==> config.mk <==
export PLATFORM = sky130hd
export DESIGN_NAME = layer_0_conv_ctrl
export DESIGN_NICKNAME = d
export VERILOG_FILES = /design/src/rtl/network_pkg.sv /design/src/rtl/window_scan_cnt.sv /design/src/rtl/layer_0_conv_ctrl.sv
export SDC_FILE = /design/constraint.sdc
export NUM_CORES = 1
export LEC_CHECK = 0
export BUFFER_PORTS_ARGS = -buffer_cell sky130_fd_sc_hd__buf_2
export CAP_MARGIN = 20
export CORE_UTILIZATION = 51
export CTS_CLUSTER_DIAMETER = 80
export DETAILED_ROUTE_END_ITERATION = 7
export GPL_ROUTABILITY_DRIVEN = 0
export GPL_TIMING_DRIVEN = 0
export PLACE_DENSITY = 0.76
export SYNTH_ARGS = -nofsm -noshare
export SYNTH_HDL_FRONTEND = slang
export SYNTH_HIERARCHICAL = 1
export SYNTH_SLANG_ARGS = --single-unit
export TNS_END_PERCENT = 30
==> constraint.sdc <==
create_clock -name clk -period 3.05 [get_ports clk]
set_input_delay 0.7625 -clock clk [delete_from_list [all_inputs] [get_ports clk]]
set_output_delay 0.7625 -clock clk [all_outputs]
set_load 0.1 [all_outputs]
==> src/rtl/network_pkg.sv <==
// Shared types and elaboration helpers for the network layer controllers.
package network_pkg;

  typedef enum logic [2:0] {
    IDLE,
    LOAD,
    CALC,
    WAIT_MAC,
    FIN
  } l0_state_t;

  // Side of the valid-convolution output map.
  function automatic int out_dim(input int img, input int ker);
    return img - ker + 1;
  endfunction

  // Counter width for values 0..n-1, never narrower than one bit.
  function automatic int cnt_width(input int n);
    return (n > 1) ? $clog2(n) : 1;
  endfunction

endpackage

==> src/rtl/window_scan_cnt.sv <==
// Row/column window position counter for a square DIM x DIM scan.
// Column runs fastest; last_win flags the bottom-right position.
module window_scan_cnt
  import network_pkg::*;
#(
  parameter int DIM = 28,
  parameter int W   = cnt_width(DIM)
) (
  input  logic         clk,
  input  logic         rst_n,
  input  logic         clr,
  input  logic         inc,
  output logic [W-1:0] row,
  output logic [W-1:0] col,
  output logic         last_win
);

  localparam logic [W-1:0] LAST = W'(DIM - 1);

  // Advance the scan position; clear wins over increment.
  always_ff @(posedge clk) begin
    if (!rst_n || clr) begin
      row <= '0;
      col <= '0;
    end else if (inc) begin
      if (col == LAST) begin
        col <= '0;
        row <= (row == LAST) ? '0 : row + W'(1);
      end else begin
        col <= col + W'(1);
      end
    end
  end

  assign last_win = (row == LAST) && (col == LAST);

endmodule

==> src/rtl/layer_0_conv_ctrl.sv <==
// Layer-0 convolution controller: walks every output window of one image,
// requests it from the image buffer and launches one MAC per kernel.
// Optional macro LAYER_0_PERF_CNT_EN adds perf_cycles (cycles of the last
// completed image, launch cycle through calc_fin cycle inclusive).
//
//  state    | meaning
//  ---------+----------------------------------------------------
//  IDLE     | waiting for layer_0_en
//  LOAD     | win_req high, waiting for win_ack
//  CALC     | one-cycle mac_start for kernel_idx
//  WAIT_MAC | waiting for mac_done, then next kernel or window
//  FIN      | one-cycle layer_0_calc_fin, counters cleared
module layer_0_conv_ctrl
  import network_pkg::*;
#(
  parameter  int IMAGE_WIDTH = 32,
  parameter  int KERNEL_SIZE = 5,
  parameter  int KERNEL_NUM  = 6,
  localparam int OUT_DIM     = out_dim(IMAGE_WIDTH, KERNEL_SIZE),
  localparam int IDX_W       = cnt_width(OUT_DIM),
  localparam int K_W         = cnt_width(KERNEL_NUM)
) (
  input  logic             clk,
  input  logic             rst_n,
  input  logic             layer_0_en,
  input  logic             win_ack,
  input  logic             mac_done,
  output logic             win_req,
  output logic [IDX_W-1:0] win_row,
  output logic [IDX_W-1:0] win_col,
  output logic             mac_start,
  output logic [K_W-1:0]   kernel_idx,
  output logic             layer_0_calc_fin,
`ifdef LAYER_0_PERF_CNT_EN
  output logic [31:0]      perf_cycles,
`endif
  output logic             busy
);

  localparam logic [K_W-1:0] K_LAST = K_W'(KERNEL_NUM - 1);

  l0_state_t state, state_nxt;
  logic      scan_clr, scan_inc, last_win;
  logic      k_clr, k_inc;

  window_scan_cnt #(
    .DIM (OUT_DIM),
    .W   (IDX_W)
  ) u_scan (
    .clk      (clk),
    .rst_n    (rst_n),
    .clr      (scan_clr),
    .inc      (scan_inc),
    .row      (win_row),
    .col      (win_col),
    .last_win (last_win)
  );

  // Next state and counter controls; a dropped enable aborts from any busy state.
  always_comb begin
    state_nxt = state;
    scan_clr  = 1'b0;
    scan_inc  = 1'b0;
    k_clr     = 1'b0;
    k_inc     = 1'b0;
    if (state != IDLE && !layer_0_en) begin
      state_nxt = IDLE;
      scan_clr  = 1'b1;
      k_clr     = 1'b1;
    end else begin
      case (state)
        IDLE:     if (layer_0_en) state_nxt = LOAD;
        LOAD:     if (win_ack) state_nxt = CALC;
        CALC:     state_nxt = WAIT_MAC;
        WAIT_MAC: begin
          if (mac_done) begin
            if (kernel_idx != K_LAST) begin
              k_inc     = 1'b1;
              state_nxt = CALC;
            end else begin
              k_clr = 1'b1;
              // The last window is not advanced: FIN clears the scan instead.
              if (last_win) begin
                state_nxt = FIN;
              end else begin
                scan_inc  = 1'b1;
                state_nxt = LOAD;
              end
            end
          end
        end
        FIN: begin
          state_nxt = IDLE;
          scan_clr  = 1'b1;
          k_clr     = 1'b1;
        end
        default: state_nxt = IDLE;
      endcase
    end
  end

  // State register with outputs registered from the next state, so they
  // line up with the state they describe.
  always_ff @(posedge clk) begin
    if (!rst_n) begin
      state            <= IDLE;
      win_req          <= 1'b0;
      mac_start        <= 1'b0;
      layer_0_calc_fin <= 1'b0;
      busy             <= 1'b0;
    end else begin
      state            <= state_nxt;
      win_req          <= (state_nxt == LOAD);
      mac_start        <= (state_nxt == CALC);
      layer_0_calc_fin <= (state_nxt == FIN);
      busy             <= (state_nxt != IDLE);
    end
  end

  // Kernel selector for the current window.
  always_ff @(posedge clk) begin
    if (!rst_n || k_clr) begin
      kernel_idx <= '0;
    end else if (k_inc) begin
      kernel_idx <= kernel_idx + K_W'(1);
    end
  end

`ifdef LAYER_0_PERF_CNT_EN
  logic [31:0] perf_cnt;

  // Running count starts at 1 for the launch cycle; latched including the FIN cycle.
  always_ff @(posedge clk) begin
    if (!rst_n) begin
      perf_cnt    <= '0;
      perf_cycles <= '0;
    end else if (state == IDLE && state_nxt == LOAD) begin
      perf_cnt <= 32'd1;
    end else if (state == FIN) begin
      perf_cycles <= perf_cnt + 32'd1;
    end else if (state != IDLE) begin
      perf_cnt <= perf_cnt + 32'd1;
    end
  end
`endif

endmodule

* Word-level counts from Yosys, hierarchy flattened *
Cells that the tools add are included.

word-level totals
  flip-flop bits (word level) = 20
  input bits = 5
  output and inout bits = 17
  word-level logic and storage cells = 55

operators by class
  add/subtract/negate cells = 3
  eq/ne operators = 10
  multiplexer cells = 24
  reductions and logical operators = 10

operators by type and width
  kind                 number
  $mux 3               6
  $mux 1               14
  $pmux 3 s4           1
  $add 5x1->5 const B  2
  $eq 5x5->1 const B   2
  $mux 5               2
  $eq 3x2->1 const B   3
  $eq 3x1->1 const B   2
  $eq 3x3->1 const B   2
  $reduce_bool 3->1    2
  $add 3x1->3 const B  1
  $logic_not 3->1      1
  $ne 3x3->1 const B   1
  $logic_and 1x1->1    2
  $logic_not 1->1      2
  $logic_or 1x1->1     2
  $pmux 1 s2           1
  $reduce_and 2->1     1

* Longest topological paths before layout *
  depth after elaboration = 8
  mapped depth = 7
  gate-level depth less buffers = 7

* Hierarchy *
Netlist, hierarchy kept.

modules (own cells, without submodules)
  module             times used  cells each  area each (µm²)
  window_scan_cnt    1           53          491.7
  layer_0_conv_ctrl  1           50          480.5

* Least setup slack after synthesis *
No wires, ideal clock.

  path type = reg-to-reg
  start point = register kernel_idx[0]
  end point = register u_scan.col[4]
  data arrival time = 2.769 ns
  required time = 2.980 ns
  setup slack = 0.211 ns
  cell stages (with the launch flop) = 7
  buffers on the path = 0
  period minus slack after synthesis = 2.839 ns
  cells stage by stage = dfxtp_1 -> ha_1 -> nand4_2 -> nor3_1 -> nand3_1 -> or3b_2 -> a21oi_1

between the ends
  word-level cells in the longest chain between the ends = 5

ends and longest elaborated chain
  item                    line                      source
  from (decl)             layer_0_conv_ctrl.sv:32   output logic [K_W-1:0] kernel_idx,
  from (signal assigned)  layer_0_conv_ctrl.sv:125  kernel_idx <= kernel_idx + K_W'(1);
  $ne 3x3->1              layer_0_conv_ctrl.sv:77   if (kernel_idx != K_LAST) begin
  $mux 1                  layer_0_conv_ctrl.sv:77
  $mux 1                  layer_0_conv_ctrl.sv:76   if (mac_done) begin
  $mux 1                  layer_0_conv_ctrl.sv:71   case (state)
  $mux 1                  layer_0_conv_ctrl.sv:66   if (state != IDLE && !layer_0_en) begin
  named net scan_inc      layer_0_conv_ctrl.sv:43   logic scan_clr, scan_inc, last_win;
  to (signal assigned)    window_scan_cnt.sv:30     col <= col + W'(1);
  to (decl)               window_scan_cnt.sv:14     output logic [W-1:0] col,

The timed path passes the listed nets, and every way through them passes these cells.
A chain may end at the register's enable or synchronous reset.

* Worst setup path in the final report *
  start point = register u_scan.row[0]
  end point = register u_scan.col[0]

between the ends
  word-level cells in the longest chain between the ends = 7

ends and longest elaborated chain
  item                    line                     source
  from (decl)             window_scan_cnt.sv:13    output logic [W-1:0] row,
  from (signal assigned)  window_scan_cnt.sv:28    row <= (row == LAST) ? '0 : row + W'(1);
  $eq 5x5->1              window_scan_cnt.sv:35    assign last_win = (row == LAST) && (col == LAST);
  $logic_and 1x1->1       window_scan_cnt.sv:35
  named net last_win      layer_0_conv_ctrl.sv:43
  $mux 1                  layer_0_conv_ctrl.sv:83  if (last_win) begin
  $mux 1                  layer_0_conv_ctrl.sv:77
  $mux 1                  layer_0_conv_ctrl.sv:76
  $mux 1                  layer_0_conv_ctrl.sv:71
  $mux 1                  layer_0_conv_ctrl.sv:66
  named net scan_inc      layer_0_conv_ctrl.sv:43

The timed path passes the listed nets, and every way through them passes these cells.

==> summary.md <==
| Metric | Value |
|---|---|
| Run status | `finished clean` |
| Seq pwr share | `0.583` |
| Wire length of the first global-routing pass | `3063 um` |
| Post-cts hold buffer count | `0` |
| IO Port Bufs | `21` |
| Arr. time, crit path | `approximately 2800 ps` |
| Number of antenna violations at the first check in global routing | `0` |
| Post-DP Area | `around 0.0011 mm2` |
| Power share of the clock group | `0.258` |
| Detailed-route wire length on metal 1 | `between 900 and 1000 um` |
| Count of placed standard cells in the final layout, fillers left out | `between 150 and 200` |
| Final hold violations | `0` |
| Static leakage | `0.4732 nW` |
| Signed area change from the synthesized netlist to the final layout | `16.34%` |
| Pin count of the biggest net entering global routing | `11` |
| Final worst hold slack | `around 520 ps` |
| Total DRC errors in the routed layout | `0` |
| Half-perimeter wire length after placement | `about 1400 um` |
| FF-to-FF setup slack | `470 ps` |
| Total of warnings raised by yosys | `6` |
| Width of the chip | `between 40 and 50 um` |
| Overall die area | `0.002085 mm2` |
| Post-layout nets | `138` |
| Clock buffers created by TritonCTS | `3` |
| Fin Setup TNS | `0 ps` |
| Placeable Area | `0.001764 mm2` |
| Register area | `roughly 400 um2` |
| CP Data Required Time | `approximately 3200 ps` |
| Post-route cell area | `~0.0011 mm2` |
| Post-synth EDFFs | `0` |
| Final cycle utilization of the critical path | `0.8450` |
| Number of instances in the placed design | `~150` |
| Netlist area before placement | `972.2 um2` |
| Critical-path maximum fanout | `6` |
| Clock tree from TritonCTS | `yes` |
| Crit. End Element | `register` |
| CTS root buffer | `sky130_fd_sc_hd__clkbuf_4` |
| RSZ-0062 raised after global routing | `no` |
| Vias per Instance | `roughly 5.5` |
| Per-instance average area after synthesis | `roughly 9.4 um2` |
| Post-route clock skew | `around 1.2 ps` |
| Clk slew on worst S/H paths | `~100 ps` |
| Maximum clock insertion buffer count | `2` |
| Startpoint type of the worst setup path | `register` |
| Fraction of final layout cells sized beyond drive strength 1 | `0.2835` |
| Number of library cell types mapped by synthesis | `between 40 and 50` |
| Slew Viols, Final | `0` |
| Number of cells upsized or downsized after cts | `0` |
| Clock sinks | `20` |
| Total length of routed met2 wires | `between 800 and 900 um` |
| Worst supply voltage drop on vdd | `about 0.32 mV` |
| Antenna Nets Post-Route | `0` |
| Vias after detailed routing | `roughly 840` |
| First-pass iteration count of the detailed router | `4` |
| Post-layout utilization of the core | `0.6411` |
| Vertical extent of the die | `about 46 um` |
| Sequential cell area fraction in the yosys report | `0.4118` |
| PnR worst setup slack | `between 400 and 500 ps` |
| Routed Wire Length | `roughly 1800 um` |
| Most used flip-flop cell after synthesis | `sky130_fd_sc_hd__dfxtp_1` |
| Switching part of the total power | `0.2898` |
| Amount of wire on met3 after detailed routing | `approximately 86 um` |
| Count of pins on the block boundary | `22` |
| Vias in the first global route | `~760` |
| Headroom to the max-slew limit | `0.5090` |
| Initial core utilization | `0.5511` |
| Global-route usage over all layers | `0.2046` |
| Total Power Consumption | `0.4702 mW` |
| Aggregate global routing overflow | `0` |
| Final-report setup violation count | `0` |
| Minimum setup slack after placement | `439.3 ps` |
| Ant. Diodes | `0` |
| Clock latency on the worst-skew pair | `roughly 290 ps` |
| Final routed wire length divided by cell count | `between 10 and 15 um` |
| Worst slew pin tran | `about 730 ps` |
| First-iteration detailed-routing DRC count | `14` |
| Buffers inserted during post-CTS setup optimization | `0` |
| Num rows | `15` |
| Pwr/cell area | `between 400 and 500 mW/mm2` |
| Post-synthesis register bit count | `20` |
| Internal power component | `roughly 0.33 mW` |
| Psw | `0.1362 mW` |
| Crit Path Class | `reg -> reg` |
| Number of nets in the synthesized netlist | `around 110` |
| FMAX | `between 0.3 and 0.4 GHz` |
| Combinational share of power | `0.159` |
| Number of instances in the synthesized netlist | `103` |
| Final worst path period need | `around 2600 ps` |
| Filler cells | `between 150 and 200` |
| Area taken by multi-input logic gates | `roughly 560 um2` |
| Synth async-reset ratio | `0` |
| DR top layer | `met4` |
| H-Tree Depth | `1` |
| Max-cap viol count | `0` |
| Path class of the lowest-slack min-delay path | `reg -> reg` |
==> power groups by stage <==
stage	sequential [mW]	combinational, mW	clock [mW]
after floorplan	0.311	0.0279	0
final	0.274	0.0749	0.121
after CTS	0.274	0.0751	0.127
after detailed placement	0.280	0.0747	0
after global placement	0.280	0.0736	0
after global routing	0.275	0.0800	0.133
==> flip-flops by register name, indices dropped and copies added, names as in the netlist <==
| name | cells |
|---|---|
| u_scan/row | 5 |
| mac_start | 1 |
| win_req | 1 |
| state | 3 |
| busy | 1 |
| kernel_idx | 3 |
| layer_0_calc_fin | 1 |
| u_scan/col | 5 |
==> synthesized netlist by cell type (3+ instances only) <==
library cell | number | area [um2]
sky130_fd_sc_hd__dfxtp_1 | 20 | 400.4
sky130_fd_sc_hd__nor2_1 | 9 | 33.78
sky130_fd_sc_hd__nand2_1 | 8 | 30.03
sky130_fd_sc_hd__a21oi_1 | 5 | 25.02
sky130_fd_sc_hd__o21ai_0 | 5 | 25.02
sky130_fd_sc_hd__ha_1 | 4 | 50.05
sky130_fd_sc_hd__nor3_1 | 4 | 20.02
sky130_fd_sc_hd__xnor2_1 | 4 | 35.03
sky130_fd_sc_hd__inv_1 | 3 | 11.26
sky130_fd_sc_hd__mux2i_1 | 3 | 30.03
sky130_fd_sc_hd__nand3_1 | 3 | 15.01
==> logic make-up (layout without fill, tap and decap cells) <==
kind of cell             count (synthesis)  after routing  share of synthesized area
XOR/XNOR                                 5              5                    0.04504
multiplexers                             4              4                    0.04633
AO/OA/AOI/OAI                           21             21                     0.1531
flip-flops                              20             20                     0.4118
AND/OR/NAND/NOR                         46             46                     0.2806
buffers and inverters                    3             27                    0.01158
adder cells (fa/ha/maj)                  4              4                    0.05148
==> final timing paths <==
path | start | endpoint | cells past startpoint
setup / recovery | u_scan/row[0] | u_scan/col[0] | 7
hold / removal | u_scan/col[4] | u_scan/col[4] | 2
setup reg to reg | u_scan/row[0] | u_scan/col[0] | 7
hold reg to reg | u_scan/col[4] | u_scan/col[4] | 2
==> cell type report <==
class	instances	share of cell area
Timing Repair Buffer	21	0.09292
Clock buffer	3	0.01991
Inverter	3	0.009956
Sequential cell	20	0.3540
Multi-Input combinational cell	80	0.4956
Tap cell	25	0.02765
==> layer usage <==
layer,global-route usage,vias up
met5,0,-
met4,0.09091,0
met3,0.03571,4
met2,0.3343,30
met1,0.2610,381
li1,-,424
==> critical path, cell delays in order (launching register included) <==
cell,delay [ps]
sky130_fd_sc_hd__dfxtp_1,350
sky130_fd_sc_hd__ha_1,230
sky130_fd_sc_hd__and4b_4,220
sky130_fd_sc_hd__and3_2,220
sky130_fd_sc_hd__nor3_1,620
sky130_fd_sc_hd__nand2_1,270
sky130_fd_sc_hd__o21ai_0,460
sky130_fd_sc_hd__nor2_1,100
==> layout by cell type (no fill, tap or decap), drive strengths merged, types with 2 or more instances in the layout <==
master	synthesis	layout
dfxtp	20	20
inv	3	3
nand3	3	3
and3	2	2
or3	2	2
nor3	4	4
mux2i	3	3
o21ai	6	6
ha	4	4
and2	2	2
a211oi	2	2
a21oi	6	6
nand3b	3	3
xnor2	4	4
nand2	8	8
buf	0	21
clkbuf	0	3
nor2	9	9
nand4	2	2
o211ai	2	2
nand2b	2	2
(Power assumes the default switching activity.)
